===== src/rtl/dcache_ctrl_pkg.sv =====
// Shared definitions for the data-cache controller: line geometry and FSM states.
package dcache_ctrl_pkg;

    localparam int LINEWORDS_FIXED = 4;
    localparam int WOFF_W          = 2;

    typedef enum logic [1:0] {
        ST_IDLE       = 2'd0,
        ST_WRITE_THRU = 2'd1,
        ST_REFILL     = 2'd2,
        ST_RESUME     = 2'd3
    } state_e;

endpackage


===== src/rtl/dcache_ctrl_fill_counter.sv =====
// Word counter for line refills: sync clear, increment enable, terminal count at last word.
module dcache_ctrl_fill_counter
    import dcache_ctrl_pkg::*;
(
    input  logic              clk_i,
    input  logic              rst_i,
    input  logic              clr_i,
    input  logic              inc_i,
    output logic [WOFF_W-1:0] cnt_o,
    output logic              tc_o
);

    logic [WOFF_W-1:0] cnt_q, cnt_d;

    // Clear wins over increment; increment wraps naturally at the line end.
    always_comb begin
        cnt_d = cnt_q;
        if (clr_i)      cnt_d = '0;
        else if (inc_i) cnt_d = cnt_q + 1'b1;
    end

    // Counter register.
    always_ff @(posedge clk_i) begin
        if (rst_i) cnt_q <= '0;
        else       cnt_q <= cnt_d;
    end

    assign cnt_o = cnt_q;
    assign tc_o  = (cnt_q == {WOFF_W{1'b1}});

endmodule


===== src/rtl/dcache_ctrl.sv =====
// Direct-mapped, write-through, no-write-allocate data-cache controller with read/miss stats.
module dcache_ctrl
    import dcache_ctrl_pkg::*;
#(
    parameter int CNTWIDTH  = 16,
    parameter int LINEWORDS = 4
) (
    input  logic                Clk_i,
    input  logic                Reset_i,
    input  logic                CpuReq_i,
    input  logic                CpuWr_i,
    input  logic [WOFF_W-1:0]   CpuWordOff_i,
    input  logic                Match_i,
    input  logic                Valid_i,
    input  logic                MemAck_i,
    output logic                CpuReady_o,
    output logic                MemReq_o,
    output logic                MemWr_o,
    output logic [WOFF_W-1:0]   MemWordOff_o,
    output logic                DataWe_o,
    output logic [WOFF_W-1:0]   WordSel_o,
    output logic                FillSel_o,
    output logic                TagWe_o,
    output logic                ValidWe_o,
    output logic                ValidData_o,
    output logic [CNTWIDTH-1:0] ReadCnt_o,
    output logic [CNTWIDTH-1:0] MissCnt_o
);

    // The word-select datapath is hard-wired to a 4-word line.
    if (LINEWORDS != LINEWORDS_FIXED) begin : g_bad_linewords
        $error("dcache_ctrl: LINEWORDS must be 4");
    end

    state_e              state_q, state_d;
    logic [WOFF_W-1:0]   off_q, off_d;
    logic [CNTWIDTH-1:0] rd_q, rd_d, miss_q, miss_d;
    logic                fc_clr, fc_inc, fc_tc;
    logic [WOFF_W-1:0]   fc_cnt;
    logic                hit;

    assign hit = Valid_i & Match_i;

    dcache_ctrl_fill_counter u_fill (
        .clk_i (Clk_i),
        .rst_i (Reset_i),
        .clr_i (fc_clr),
        .inc_i (fc_inc),
        .cnt_o (fc_cnt),
        .tc_o  (fc_tc)
    );

    // Next-state, strobe and counter logic; everything is forced low while in reset.
    always_comb begin
        state_d      = state_q;
        off_d        = off_q;
        rd_d         = rd_q;
        miss_d       = miss_q;
        fc_clr       = 1'b0;
        fc_inc       = 1'b0;
        CpuReady_o   = 1'b0;
        MemReq_o     = 1'b0;
        MemWr_o      = 1'b0;
        MemWordOff_o = '0;
        DataWe_o     = 1'b0;
        WordSel_o    = '0;
        FillSel_o    = 1'b0;
        TagWe_o      = 1'b0;
        ValidWe_o    = 1'b0;
        ValidData_o  = 1'b0;
        unique case (state_q)
            ST_IDLE: begin
                if (CpuReq_i && !CpuWr_i) begin
                    if (hit) begin
                        CpuReady_o = 1'b1;
                        WordSel_o  = CpuWordOff_i;
                        rd_d       = rd_q + 1'b1;
                    end else begin
                        // Invalidate first so an abandoned refill never leaves a stale line valid.
                        ValidWe_o = 1'b1;
                        fc_clr    = 1'b1;
                        miss_d    = miss_q + 1'b1;
                        state_d   = ST_REFILL;
                    end
                end else if (CpuReq_i && CpuWr_i) begin
                    if (hit) begin
                        DataWe_o  = 1'b1;
                        WordSel_o = CpuWordOff_i;
                    end
                    off_d   = CpuWordOff_i;
                    state_d = ST_WRITE_THRU;
                end
            end
            ST_WRITE_THRU: begin
                MemReq_o     = 1'b1;
                MemWr_o      = 1'b1;
                MemWordOff_o = off_q;
                if (MemAck_i) begin
                    CpuReady_o = 1'b1;
                    state_d    = ST_IDLE;
                end
            end
            ST_REFILL: begin
                MemReq_o     = 1'b1;
                MemWordOff_o = fc_cnt;
                if (MemAck_i) begin
                    DataWe_o  = 1'b1;
                    FillSel_o = 1'b1;
                    WordSel_o = fc_cnt;
                    fc_inc    = 1'b1;
                    if (fc_tc) begin
                        TagWe_o     = 1'b1;
                        ValidWe_o   = 1'b1;
                        ValidData_o = 1'b1;
                        state_d     = ST_RESUME;
                    end
                end
            end
            ST_RESUME: begin
                state_d = ST_IDLE;
            end
            default: state_d = ST_IDLE;
        endcase
        if (Reset_i) begin
            CpuReady_o   = 1'b0;
            MemReq_o     = 1'b0;
            MemWr_o      = 1'b0;
            MemWordOff_o = '0;
            DataWe_o     = 1'b0;
            WordSel_o    = '0;
            FillSel_o    = 1'b0;
            TagWe_o      = 1'b0;
            ValidWe_o    = 1'b0;
            ValidData_o  = 1'b0;
        end
    end

    // State, latched write offset and statistics registers.
    always_ff @(posedge Clk_i) begin
        if (Reset_i) begin
            state_q <= ST_IDLE;
            off_q   <= '0;
            rd_q    <= '0;
            miss_q  <= '0;
        end else begin
            state_q <= state_d;
            off_q   <= off_d;
            rd_q    <= rd_d;
            miss_q  <= miss_d;
        end
    end

    assign ReadCnt_o = Reset_i ? '0 : rd_q;
    assign MissCnt_o = Reset_i ? '0 : miss_q;

endmodule

===== config.mk =====
export PLATFORM = sky130hd
export DESIGN_NAME = dcache_ctrl
export DESIGN_NICKNAME = d
export VERILOG_FILES = /design/src/rtl/dcache_ctrl_pkg.sv /design/src/rtl/dcache_ctrl_fill_counter.sv /design/src/rtl/dcache_ctrl.sv
export SDC_FILE = /design/constraint.sdc
export NUM_CORES = 1
export LEC_CHECK = 0
export BUFFER_PORTS_ARGS = -buffer_cell sky130_fd_sc_hd__buf_4
export CORE_ASPECT_RATIO = 0.8
export CORE_UTILIZATION = 30
export DETAILED_ROUTE_END_ITERATION = 8
export GPL_TIMING_DRIVEN = 1
export PLACE_DENSITY = 0.51
export SYNTH_ARGS = -nofsm -noshare
export SYNTH_HDL_FRONTEND = slang
export SYNTH_SLANG_ARGS = --single-unit

===== constraint.sdc =====
create_clock -name Clk_i -period 2.3 [get_ports Clk_i]
set_input_delay 0.345 -clock Clk_i [delete_from_list [all_inputs] [get_ports Clk_i]]
set_output_delay 0.345 -clock Clk_i [all_outputs]
set_load 0.02 [all_outputs]

# Yosys cells after proc, flatten, opt, wreduce, memory -nomap -nowiden
# Index checks and enable logic that the tools add are counted.
# Widths: inputs -> output; s select.
[word_totals]
ff_bits = 38
in_bits = 9
wordCells = 71
[classes]
add_sub_neg = 3
eq_ne = 9
muxes = 41
n_bitwise = 3
reduce_logical = 10
[op_table]
columns = ["operator", "n"]
rows = [
  ["$add 16x1->16 const B", 2],
  ["$mux 16", 2],
  ["$mux 2", 12],
  ["$mux 1", 21],
  ["$reduce_and 3->1", 3],
  ["$pmux 2 s2", 2],
  ["$pmux 2 s4", 1],
  ["$eq 2x2->1 const B", 3],
  ["$ne 2x2->1 const B", 3],
  ["$ne 3x3->1 const B", 2],
  ["$pmux 1 s2", 3],
  ["$reduce_and 5->1", 1],
  ["$reduce_or 2->1", 2],
  ["$add 2x1->2 const B", 1],
  ["$eq 2x1->1 const B", 1],
  ["$logic_and 1x1->1", 2],
  ["$logic_not 2->1", 1],
  ["$not 1->1", 2],
  ["$and 1x1->1", 1],
  ["$logic_not 1->1", 1],
]

# Depth between registers and ports, before layout
[depth]
depth_word = 6
mapped_depth = 7
depth_no_buf = 6

# By module
# Synthesis repeated with hierarchy kept, for this count alone.
[hier_totals]
hier_cells = 261
area_unflattened_um2 = 2104.5
[modules_own_cells]
columns = ["module", "instances", "cells_each", "area_per_inst_um2"]
rows = [
  ["dcache_ctrl", 1, 254, 2013.2],
  ["dcache_ctrl_fill_counter", 1, 7, 91.3],
]

# Worst setup path before layout
# Ideal clock, no wire load.
[synth_timing]
path_kind = "register -> output"
start = "register state_q[0]"
end = "output port ValidData_o"
t_arrival_ns = 1.726
setup_slack_ns = 0.229
stages_incl_launch_ff = 8
cell_sequence = "dfxtp_1 inv_1 ha_1 clkbuf_1 nand2_1 nor2_1 and2_1 buf_4"
[synth_between]
elab_chain_len = 3
[synth_rtl]
columns = ["item", "line", "text"]
rows = [
  ["from (decl)", "dcache_ctrl.sv:35", "state_e state_q, state_d;"],
  ["from (signal assigned)", "dcache_ctrl.sv:146", "state_q <= state_d;"],
  ["$eq 2x2->1", "n/a", ""],
  ["$mux 1 (2 in series)", "n/a", ""],
  ["to (decl)", "dcache_ctrl.sv:25", "output logic ValidData_o,"],
]
# Every way passes these cells.

# Worst setup path after layout
[layout_timing]
start = "register state_q[1]"
end = "output port CpuReady_o"
[layout_between]
elab_chain_len = 3
elab_cells_between_ends = 4
cone_classes = "eq/ne: 1; mux: 2; reduce/logical: 1"
[layout_rtl]
columns = ["item", "line", "text"]
rows = [
  ["$eq 2x1->1 / $logic_not 2->1 (equally long branches)", "dcache_ctrl.sv:71", "unique case (state_q)"],
  ["$pmux 1 s2 (*)", "dcache_ctrl.sv:71", ""],
  ["$mux 1 (*)", "dcache_ctrl.sv:124", "if (Reset_i) begin"],
  ["to (decl)", "dcache_ctrl.sv:16", "output logic CpuReady_o,"],
]
# Every way passes the cells marked *; elsewhere a longest branch is shown, timed or not.

==> metrics.cfg <==
[outcome]
status = finished clean

[sta]
period_share_pct = 91.8
max_slew_margin_pct = 74.4
finalClockSkew_ps = 5.55
worst_pin_slew_ps = 383
fin_tns_setup_ps = 0
maxSlewViolCount = 0
layout_min_cycle_time_ps = 2110
max_freq_mhz = 474
hold_viol = 0
rsz0062_at_grt = false
finalSetupViolCount = 0

[setup_path]
critical_path.max_fanout = 8
arrival_ps = 1770
worstPathRequired_ps = 1960
path_class = flop to primary output
r2r_end = miss_q[10]
end_kind = primary output
reg2reg_depth = 6
crit_end = CpuReady_o
worstSetupStartpointType = flop
r2r_start = state_q[1]
critPathLaunch = state_q[1]
r2r_setup_slack_ps = 250

[routing]
top_layer_used = met4
drtAntennaViolNets = 0
wl_met2_mm = 2.09
wl_met1_mm = 2.69
dr_wl_met3_um = 219
drtIter0Drc = 93
route.final.wire_length_mm = 5.02
route.detailed.drc = 0
first_pass_iters = 4
vias = 1956
avgViaCountPerCell = 4.79
wire_per_inst_um = 12.3

[cts]
clkTransAtPathRegs_ps = 70
htreeDepth = 2
post_cts_buffers = 0
cts_num_sinks = 38
hold_buffers = 0
clk_path_buf_depth = 2
root_buffer = clkbuf_8
ctsResizeCount = 0
cts_buffers = 5
cts_tree = built
clk_latency_ps = 280

[global_routing]
grt.overflow.total = 0
grt.total_usage_pct = 14.0
grt_pass1_vias = 1833
grt_pass1_wl_mm = 8.67
grt_max_degree = 42
antenna_found_initial = 0

[synth]
synthCells = 269
synth_top_flop_cell = dfxtp_1
synth_top_area_cell = dfxtp_1
async_flop_share_pct = 0
synth_cell_type_count = 45
netlist_area_um2 = 2160
avgSynthCellArea_um2 = 8.02
yosysSeqAreaShare_pct = 35.2
yosysTopAreaCellShare_pct = 35.2
synth-seq-cells = 38
synth-edff-count = 0
ys_warn_count = 0
syn_nets = 284
netlist_top_cells_area = dfxtp_1 35%, nor2b_1 9.0%, nor2_1 5.2%

[floorplan]
rows = 27
dieArea_um2 = 7540
die_w_um = 96.8
core_um2 = 6930
die_y_um = 77.9
initial_utilization_pct = 31.2
pin_count = 53

[placement]
portBuffers = 52
gp_congestion = 0.830
dp_hpwl_mm = 3.79

[final_layout]
diodes = 0
final_layout_size_suffix_gt1_share_pct = 24.9
syn_to_final_growth_pct = 26.2
layout_commonest_cell = buf_4
nets = 335
final_cell_mix = 58 x buf_4, 38 x dfxtp_1, 31 x nor2b_1

[pwr]
power_density_nw_per_um2 = 611
power.total_mw = 1.66
vdd_drop_max_mv = 0.303
leakagePower_nw = 1.08

[run]
maxCapViolCount = 0

[worst_hold_path]
hold_class = input port to flop

[metal layers]
metal  vias up  global-route usage, %
li1       1038                      -
met1       876                   20.7
met2        40                   20.0
met3         2                   3.69
met4         0                   3.28
met5         -                      0
[layout make-up]
type,instances,area (um^2)
Timing Repair Buffer,58,435
Clock buffer,6,82.6
Fill cell,718,4200
Inverter,8,30.0
Tap cell,87,109
Clock inverter,2,12.5
Multi-Input combinational cell,209,1290
Sequential cell,38,761
[registers in the layout (all words and copies together) (netlist names)]
register and flops:
rd_q 16, miss_q 16, u_fill.cnt_o 2, off_q 2, state_q 2
[synth_stat cells (2+ instances only)]
library cell / number
dfxtp_1: 38
nor2b_1: 31
nor2_1: 30
nand2_1: 19
a21oi_1: 18
nand3_1: 11
o21ai_0: 11
nand4_1: 9
xor2_1: 9
clkbuf_1: 8
inv_1: 8
or3_1: 8
nor3_1: 7
ha_1: 6
mux2_2: 5
xnor2_1: 5
and2_1: 4
mux2i_1: 3
o31ai_1: 3
or3_2: 3
or4_1: 3
a22oi_1: 2
a32oi_1: 2
and3_1: 2
and4_1: 2
buf_6: 2
nor3b_1: 2
[worst max-delay path, cell delays in order (launching register included)]
cell and delay, ps:
dfxtp_1 320, inv_1 90, ha_2 260, and3b_2 280, nand2_1 150, a21oi_1 200, buf_4 170
[through the flow]
| stage | area (um^2) | std cells | hold WS (ps) | utilization (%) | worst slack (ps) |
|---|---|---|---|---|---|
| after detailed placement | 2630 | 400 | 473 | 37.9 | 195 |
| final | 2720 | 408 | 310 | 39.3 | 188 |
| after global placement | 2630 | 400 | 462 | 37.9 | 275 |
| after floorplan | 2160 | 269 | 447 | - | 229 |
| after CTS | 2720 | 408 | 303 | 39.3 | 29.5 |
| after global routing | 2720 | 408 | 306 | 39.3 | 51.4 |
[report_power, final]
group	leakage [nW]	switching, mW	total (mW)	internal, mW
logic	0.728	0.283	0.467	0.185
registers	0.307	0.0264	0.715	0.689
clock network	0.0472	0.239	0.480	0.241
total	1.08	0.548	1.66	1.11
[cell families after synthesis]
logic type	Yosys count	share of synthesized area, %
AOI/OAI and AO/OA	40	10.8
muxes	8	4.00
and+or+nand+nor	141	35.8
xor gates and xnor gates	14	5.68
adders and majority gates	6	3.48
DFF	38	35.2
buffers and inverters	22	4.99
[worst min-delay path by stage]
stage                    start    endpoint  slack, ps  depth (start not counted)
6_report       CpuWordOff_i[1]    off_q[1]        310                          3
5_1_grt        CpuWordOff_i[0]    off_q[0]        310                          3
4_1_cts        CpuWordOff_i[0]    off_q[0]        300                          3
3_5_place_dp        miss_q[15]  miss_q[15]        470                          2
3_3_place_gp        miss_q[15]  miss_q[15]        460                          2
2_1_floorplan       miss_q[15]  miss_q[15]        450                          2
(Power assumes the default switching activity.)
